## src/rtl/veggie_pkg.sv

```systemverilog
// Shared constants and types for the frame-buffer write engine.
package veggie_pkg;

  localparam int H_RES   = 640;
  localparam int V_RES   = 480;
  localparam int ADDR_W  = 19;
  localparam int COLOR_W = 8;

  typedef enum logic {OP_FILL, OP_CLEAR} fw_op_t;

  typedef enum logic [1:0] {FW_IDLE, FW_SETUP, FW_FILL, FW_DONE} fw_state_t;

  // Exclusive end coordinate clipped to the screen; 11 bits so start+len never wraps.
  function automatic logic [10:0] clip_end(input logic [9:0] start, input logic [9:0] len,
                                           input logic [10:0] limit);
    logic [10:0] sum;
    sum = {1'b0, start} + {1'b0, len};
    return (sum > limit) ? limit : sum;
  endfunction

endpackage

```

## src/rtl/frame_addr_gen.sv

```systemverilog
// Rectangle scan address generator: column/row counters, row base accumulator,
// last-pixel flag and the registered frame-buffer write address.
module frame_addr_gen
  import veggie_pkg::*;
(
  input  logic              clk,
  input  logic              rst_n,
  input  logic              load,
  input  logic              step,
  input  logic [9:0]        x_start,
  input  logic [9:0]        y_start,
  input  logic [10:0]       x_end,
  input  logic [10:0]       y_end,
  output logic [ADDR_W-1:0] wr_addr,
  output logic              last
);

  logic [9:0]        cx;
  logic [9:0]        cy;
  logic [9:0]        x0;
  logic [10:0]       xe;
  logic [10:0]       ye;
  logic [ADDR_W-1:0] row_base;
  logic              row_end;

  assign row_end = ({1'b0, cx} == xe - 11'd1);
  assign last    = row_end && ({1'b0, cy} == ye - 11'd1);

  always_ff @(posedge clk or negedge rst_n) begin
    if (!rst_n) begin
      cx       <= '0;
      cy       <= '0;
      x0       <= '0;
      xe       <= '0;
      ye       <= '0;
      row_base <= '0;
      wr_addr  <= '0;
    end else if (load) begin
      cx       <= x_start;
      cy       <= y_start;
      x0       <= x_start;
      xe       <= x_end;
      ye       <= y_end;
      // y*640 as y*512 + y*128
      row_base <= ({9'b0, y_start} << 9) + ({9'b0, y_start} << 7);
    end else if (step) begin
      wr_addr <= row_base + {9'b0, cx};
      if (row_end) begin
        cx       <= x0;
        cy       <= cy + 10'd1;
        row_base <= row_base + ADDR_W'(H_RES);
      end else begin
        cx <= cx + 10'd1;
      end
    end
  end

endmodule

```

## src/rtl/frame_writer.sv

```systemverilog
// Frame-buffer write engine: rectangle fill / screen clear, one pixel per clock.
// Optional FRAME_WRITER_VBLANK_SYNC_EN: accept commands only while vs is low.
module frame_writer
  import veggie_pkg::*;
(
  input  logic               Clk,
  input  logic               reset_n,
  input  logic               cmd_valid,
  output logic               cmd_ready,
  input  logic               cmd_op,
  input  logic [9:0]         cmd_x,
  input  logic [9:0]         cmd_y,
  input  logic [9:0]         cmd_w,
  input  logic [9:0]         cmd_h,
  input  logic [COLOR_W-1:0] cmd_color,
  input  logic               vs,
  output logic               wr_en,
  output logic [ADDR_W-1:0]  wr_addr,
  output logic [COLOR_W-1:0] wr_data,
  output logic               busy,
  output logic               done,
  output fw_state_t          dbg_state
);

  fw_state_t          state_q, state_d;
  logic [9:0]         x_q, y_q, w_q, h_q;
  logic [COLOR_W-1:0] color_q;
  logic               accept, degenerate, load, step, last;
  logic [10:0]        x_end, y_end;

  // Handshake: a command transfers on a rising edge where cmd_valid and
  // cmd_ready are both high; cmd_* are sampled only on that edge.
`ifdef FRAME_WRITER_VBLANK_SYNC_EN
  logic vs_s1, vs_q;
  always_ff @(posedge Clk or negedge reset_n) begin
    if (!reset_n) begin
      vs_s1 <= 1'b1;
      vs_q  <= 1'b1;
    end else begin
      vs_s1 <= vs;
      vs_q  <= vs_s1;
    end
  end
  assign cmd_ready = reset_n && (state_q == FW_IDLE) && !vs_q;
`else
  logic unused_vs;
  assign unused_vs = vs;
  assign cmd_ready = reset_n && (state_q == FW_IDLE);
`endif

  assign accept    = cmd_valid && cmd_ready;
  assign busy      = (state_q != FW_IDLE);
  assign dbg_state = state_q;

  always_ff @(posedge Clk or negedge reset_n) begin
    if (!reset_n) begin
      x_q     <= '0;
      y_q     <= '0;
      w_q     <= '0;
      h_q     <= '0;
      color_q <= '0;
    end else if (accept) begin
      color_q <= cmd_color;
      if (fw_op_t'(cmd_op) == OP_CLEAR) begin
        x_q <= '0;
        y_q <= '0;
        w_q <= 10'(H_RES);
        h_q <= 10'(V_RES);
      end else begin
        x_q <= cmd_x;
        y_q <= cmd_y;
        w_q <= cmd_w;
        h_q <= cmd_h;
      end
    end
  end

  assign x_end      = clip_end(x_q, w_q, 11'(H_RES));
  assign y_end      = clip_end(y_q, h_q, 11'(V_RES));
  assign degenerate = (w_q == '0) || (h_q == '0) ||
                      (x_q >= 10'(H_RES)) || (y_q >= 10'(V_RES));

  always_ff @(posedge Clk or negedge reset_n) begin
    if (!reset_n) state_q <= FW_IDLE;
    else          state_q <= state_d;
  end

  always_comb begin
    state_d = state_q;
    load    = 1'b0;
    step    = 1'b0;
    unique case (state_q)
      FW_IDLE:  if (accept) state_d = FW_SETUP;
      FW_SETUP: begin
        if (degenerate) begin
          state_d = FW_DONE;
        end else begin
          load    = 1'b1;
          state_d = FW_FILL;
        end
      end
      FW_FILL: begin
        step = 1'b1;
        if (last) state_d = FW_DONE;
      end
      FW_DONE:  state_d = FW_IDLE;
      default:  state_d = FW_IDLE;
    endcase
  end

  // Write strobe, data and done are registered alongside wr_addr.
  always_ff @(posedge Clk or negedge reset_n) begin
    if (!reset_n) begin
      wr_en   <= 1'b0;
      wr_data <= '0;
      done    <= 1'b0;
    end else begin
      wr_en <= step;
      done  <= (state_q == FW_DONE);
      if (step) wr_data <= color_q;
    end
  end

  frame_addr_gen u_addr_gen (
    .clk     (Clk),
    .rst_n   (reset_n),
    .load    (load),
    .step    (step),
    .x_start (x_q),
    .y_start (y_q),
    .x_end   (x_end),
    .y_end   (y_end),
    .wr_addr (wr_addr),
    .last    (last)
  );

endmodule

```

## config.mk

```make
export PLATFORM = sky130hd
export DESIGN_NAME = frame_writer
export DESIGN_NICKNAME = d
export VERILOG_FILES = /design/src/rtl/veggie_pkg.sv /design/src/rtl/frame_addr_gen.sv /design/src/rtl/frame_writer.sv
export SDC_FILE = /design/constraint.sdc
export NUM_CORES = 1
export LEC_CHECK = 0
export CAP_MARGIN = 0
export CORE_MARGIN = 2
export CORE_UTILIZATION = 50
export DETAILED_ROUTE_END_ITERATION = 12
export DONT_BUFFER_PORTS = 1
export PLACE_DENSITY_LB_ADDON = 0.25
export SLEW_MARGIN = 0
export SYNTH_ARGS = -nofsm -noshare
export SYNTH_HDL_FRONTEND = slang
export SYNTH_SLANG_ARGS = --single-unit
```

## constraint.sdc

```tcl
create_clock -name Clk -period 5.3 [get_ports Clk]
set_clock_uncertainty 0.1 [all_clocks]
set_input_delay 0.53 -clock Clk [delete_from_list [all_inputs] [get_ports Clk]]
set_output_delay 0.53 -clock Clk [all_outputs]
set_load 0.01 [all_outputs]
```

==> run summary <==
* **fraction of post-synthesis cell area in the top cell type by area** 41.1%
* **slew at the pin with the worst max-slew slack** 1020 ps
* **die height** 136 um
* **fraction of synthesis flops using an asynchronous set or reset pin** 100%
* **power per unit of standard cell area** 654 nW/um^2
* **Hold Path Class** in2async
* **outcome** finished with violations
* **signed area change from the synthesized netlist to the final layout** 9.06%
* **Port Buf Inserts** 0
* **peak clock frequency supported by timing** 270 MHz
* **number of max-slew violations in the final report** 0
* **TritonCTS clock tree** yes
* **number of vias after detailed routing** 6,867
* **die area** 18,500 um^2
* **routed length per placed instance** 17.0 um
* **worst skew pair latency** 420 ps
* **overflow left after global routing** 0
* **number of global-route vias before repair** 6,631
* **share of layout cells above drive strength 1** 8.88%
* **endpoint class of the critical path** flop
* **commonest non-fill, non-tap cell in the layout** dfrtp_1
* **r2r setup slk** 1600 ps
* **final setup fails** 0
* **cell count after synthesis** 966
* **number of nets still failing antenna checks after routing** 0
* **Synth area leaders** dfrtp_1 (41%), nand2_1 (6.1%), ha_1 (5.9%), o21ai_0 (4.8%), mux2_2 (3.5%)
* **arrival time worst endpoint** 3940 ps
* **detailed-route DRC error count** 0
* **leading cell types in the layout, fill and taps excluded** dfrtp_1 (143), nand2_1 (140), o21ai_0 (83)
* **TNS Setup** 0 ps
* **HPWL reported at the end of detailed placement** 14,100 um
* **maximum number of pins on one net before global-route repair** 144
* **Max Root-Sink Buffers** 2
* **Worst Setup Path Type** reg2reg
* **required time of the critical path** 5540 ps
* **number of buffers inserted to repair setup after CTS** 0
* **startpoint of the lowest-slack register-to-register path** u_addr_gen.xe[0]
* **violated checks** hold timing
* **routability cong.** 0.871
* **Synthesis Warnings** 0
* **critical path fanouts, max** 23
* **number of gates given a new drive strength after cts** 0
* **part of the cycle the worst path needs** 69.8%
* **syn_nets** 1,063
* **post-CTS clock slew at the launch and capture registers of the worst setup and hold paths** 60 ps
* **Post-Syn Area per Cell** 9.01 um^2
* **1st-iter DRT viols** 395
* **netlist area before placement** 8700 um^2
* **worst reg2reg endpoint** u_addr_gen.cy[9]
* **Worst R2R Path Depth** 9
* **minimum period implied by the final worst setup slack** 3700 ps
* **post-cts hold buffer count** 1
* **Max VDD drop** 0.000318 V
* **Yosys top cell by area** dfrtp_1
* **Post-Layout Inst Area** 9490 um^2
* **ratio of routed vias to standard cells** 5.81
* **Core Region** 17,200 um^2
* **number of enable flip-flop cells after synthesis** 0
* **reported max-cap violation count** 0
* **count of boundary I/O pins** 86
* **antenna cells** 0
* **total power** 6210 uW
* **unrepaired setup endpoints after global routing** false
* **final hold viol count** 16
* **sequential area share after synthesis** 41.1%
* **drt total wl** 20,100 um
* **number of distinct library cell variants in the gate-level netlist after synthesis** 72
* **DIE WIDTH** 136 um
* **total global-route track usage** 23.1%
* **htree depth** 4
* **Slew Limit Headroom** 31.8%
* **antenna violations before repair** 0
* **Leakage** 0.00422 uW
* **register bit count reported by yosys** 143
* **number of sinks on the clock net** 143
* **router iterations before antenna repair** 5
* **net count of the finished layout** 1,042
* **Core Util, Final** 55.3%
* **placement-stage cell area** 8860 um^2
* **Site Rows** 48
* **fill cell total of the finished layout** 1,601
* **TritonCTS buffer count** 17
* **clk root buf** clkbuf_16
* **Worst Hold Slack** -11.5 ps
* **type of element launching the critical path** flop
* **Synth Flop Type** dfrtp_1
* **starting density of the core** 50.7%
* **wire length of the first global-routing pass** 33,800 um
[where the power goes]
group,internal [uW],switching [uW],total [uW]
combinational,1220,1650,2870
sequential,1530,578,2110
clock,751,479,1230
[synth_stat cells, types with 9 or more instances]
cell type / instances
o211ai_1: 15
xnor2_1: 27
nor4_1: 9
dfrtp_1: 143
xor2_1: 19
or4_1: 9
nand4_1: 13
inv_1: 30
nand3_1: 53
mux2i_1: 13
mux2_2: 27
a21oi_1: 31
a21o_1: 9
and3_1: 10
nand2b_1: 40
ha_1: 41
nor3_1: 20
or3_1: 9
clkbuf_1: 41
nand2_1: 141
o21ai_0: 83
nor2_1: 56
a31oi_1: 9
[sequential cells by signal, summed over array words and instances (netlist names)]
name,flops
y_q,10
u_addr_gen.x0,10
x_q,10
wr_data,8
color_q,8
u_addr_gen.wr_addr,19
w_q,10
u_addr_gen.xe,11
u_addr_gen.ye,11
u_addr_gen.cx,10
done,1
u_addr_gen.row_base,12
u_addr_gen.cy,10
h_q,10
wr_en,1
dbg_state,2
[critical path: stages (launching register included)]
cell	delay, ps
dfrtp_1	420
inv_1	90
ha_1	180
nor3b_4	340
a21boi_1	120
or4_4	550
a2111oi_4	470
nand4_2	560
nor4_1	550
mux2i_1	230
[through the flow]
step | instances | worst slack, ps | hold slack [ps]
detailed placement | 1150 | 1590 | 139
finish | 1182 | 1600 | -11.5
CTS | 1182 | 1580 | 40.1
global route | 1182 | 1370 | 52.1
floorplan | 966 | 2310 | 134
global placement | 1150 | 1610 | 138
[area by class of cell]
class	instances	area, um^2	share of cell area, %
multi-input combinational	745	4840	51.0
timing repair buffer	7	72.6	0.765
sequential	143	3580	37.7
tap	225	282	2.97
clock inverter	13	165	1.74
clock buffer	18	439	4.63
inverter	31	116	1.23
[routing by layer]
| metal | up-vias | global-route usage, % | share of wire (%) |
|---|---|---|---|
| li1 | 3428 | - | - |
| met1 | 3214 | 33.2 | 48 |
| met2 | 207 | 35.2 | 45 |
| met3 | 18 | 5.48 | 6.6 |
| met4 | 0 | 6.13 | 1.2 |
| met5 | - | 0 | 0 |
[cell families after synthesis]
family,after synthesis,share of synthesized area [%]
adders and majority gates,44,6.59
DFF,143,41.1
muxes,41,5.12
buffers and inverters,78,3.41
and+or+nand+nor,395,22.7
xor gates and xnor gates,46,4.63
AOI/OAI and AO/OA,219,16.5
[how the worst max path moves through the flow]
stage	startpoint	to	cells after the start
2_1_floorplan	u_addr_gen.ye[0]	dbg_state[1]	8
3_3_place_gp	u_addr_gen.xe[0]	u_addr_gen.cy[9]	9
3_5_place_dp	u_addr_gen.xe[0]	u_addr_gen.cy[9]	9
4_1_cts	u_addr_gen.xe[0]	u_addr_gen.cy[9]	9
5_1_grt	u_addr_gen.xe[0]	u_addr_gen.cy[9]	9
6_report	u_addr_gen.xe[0]	u_addr_gen.cy[9]	9
(Power assumes the default switching activity.)
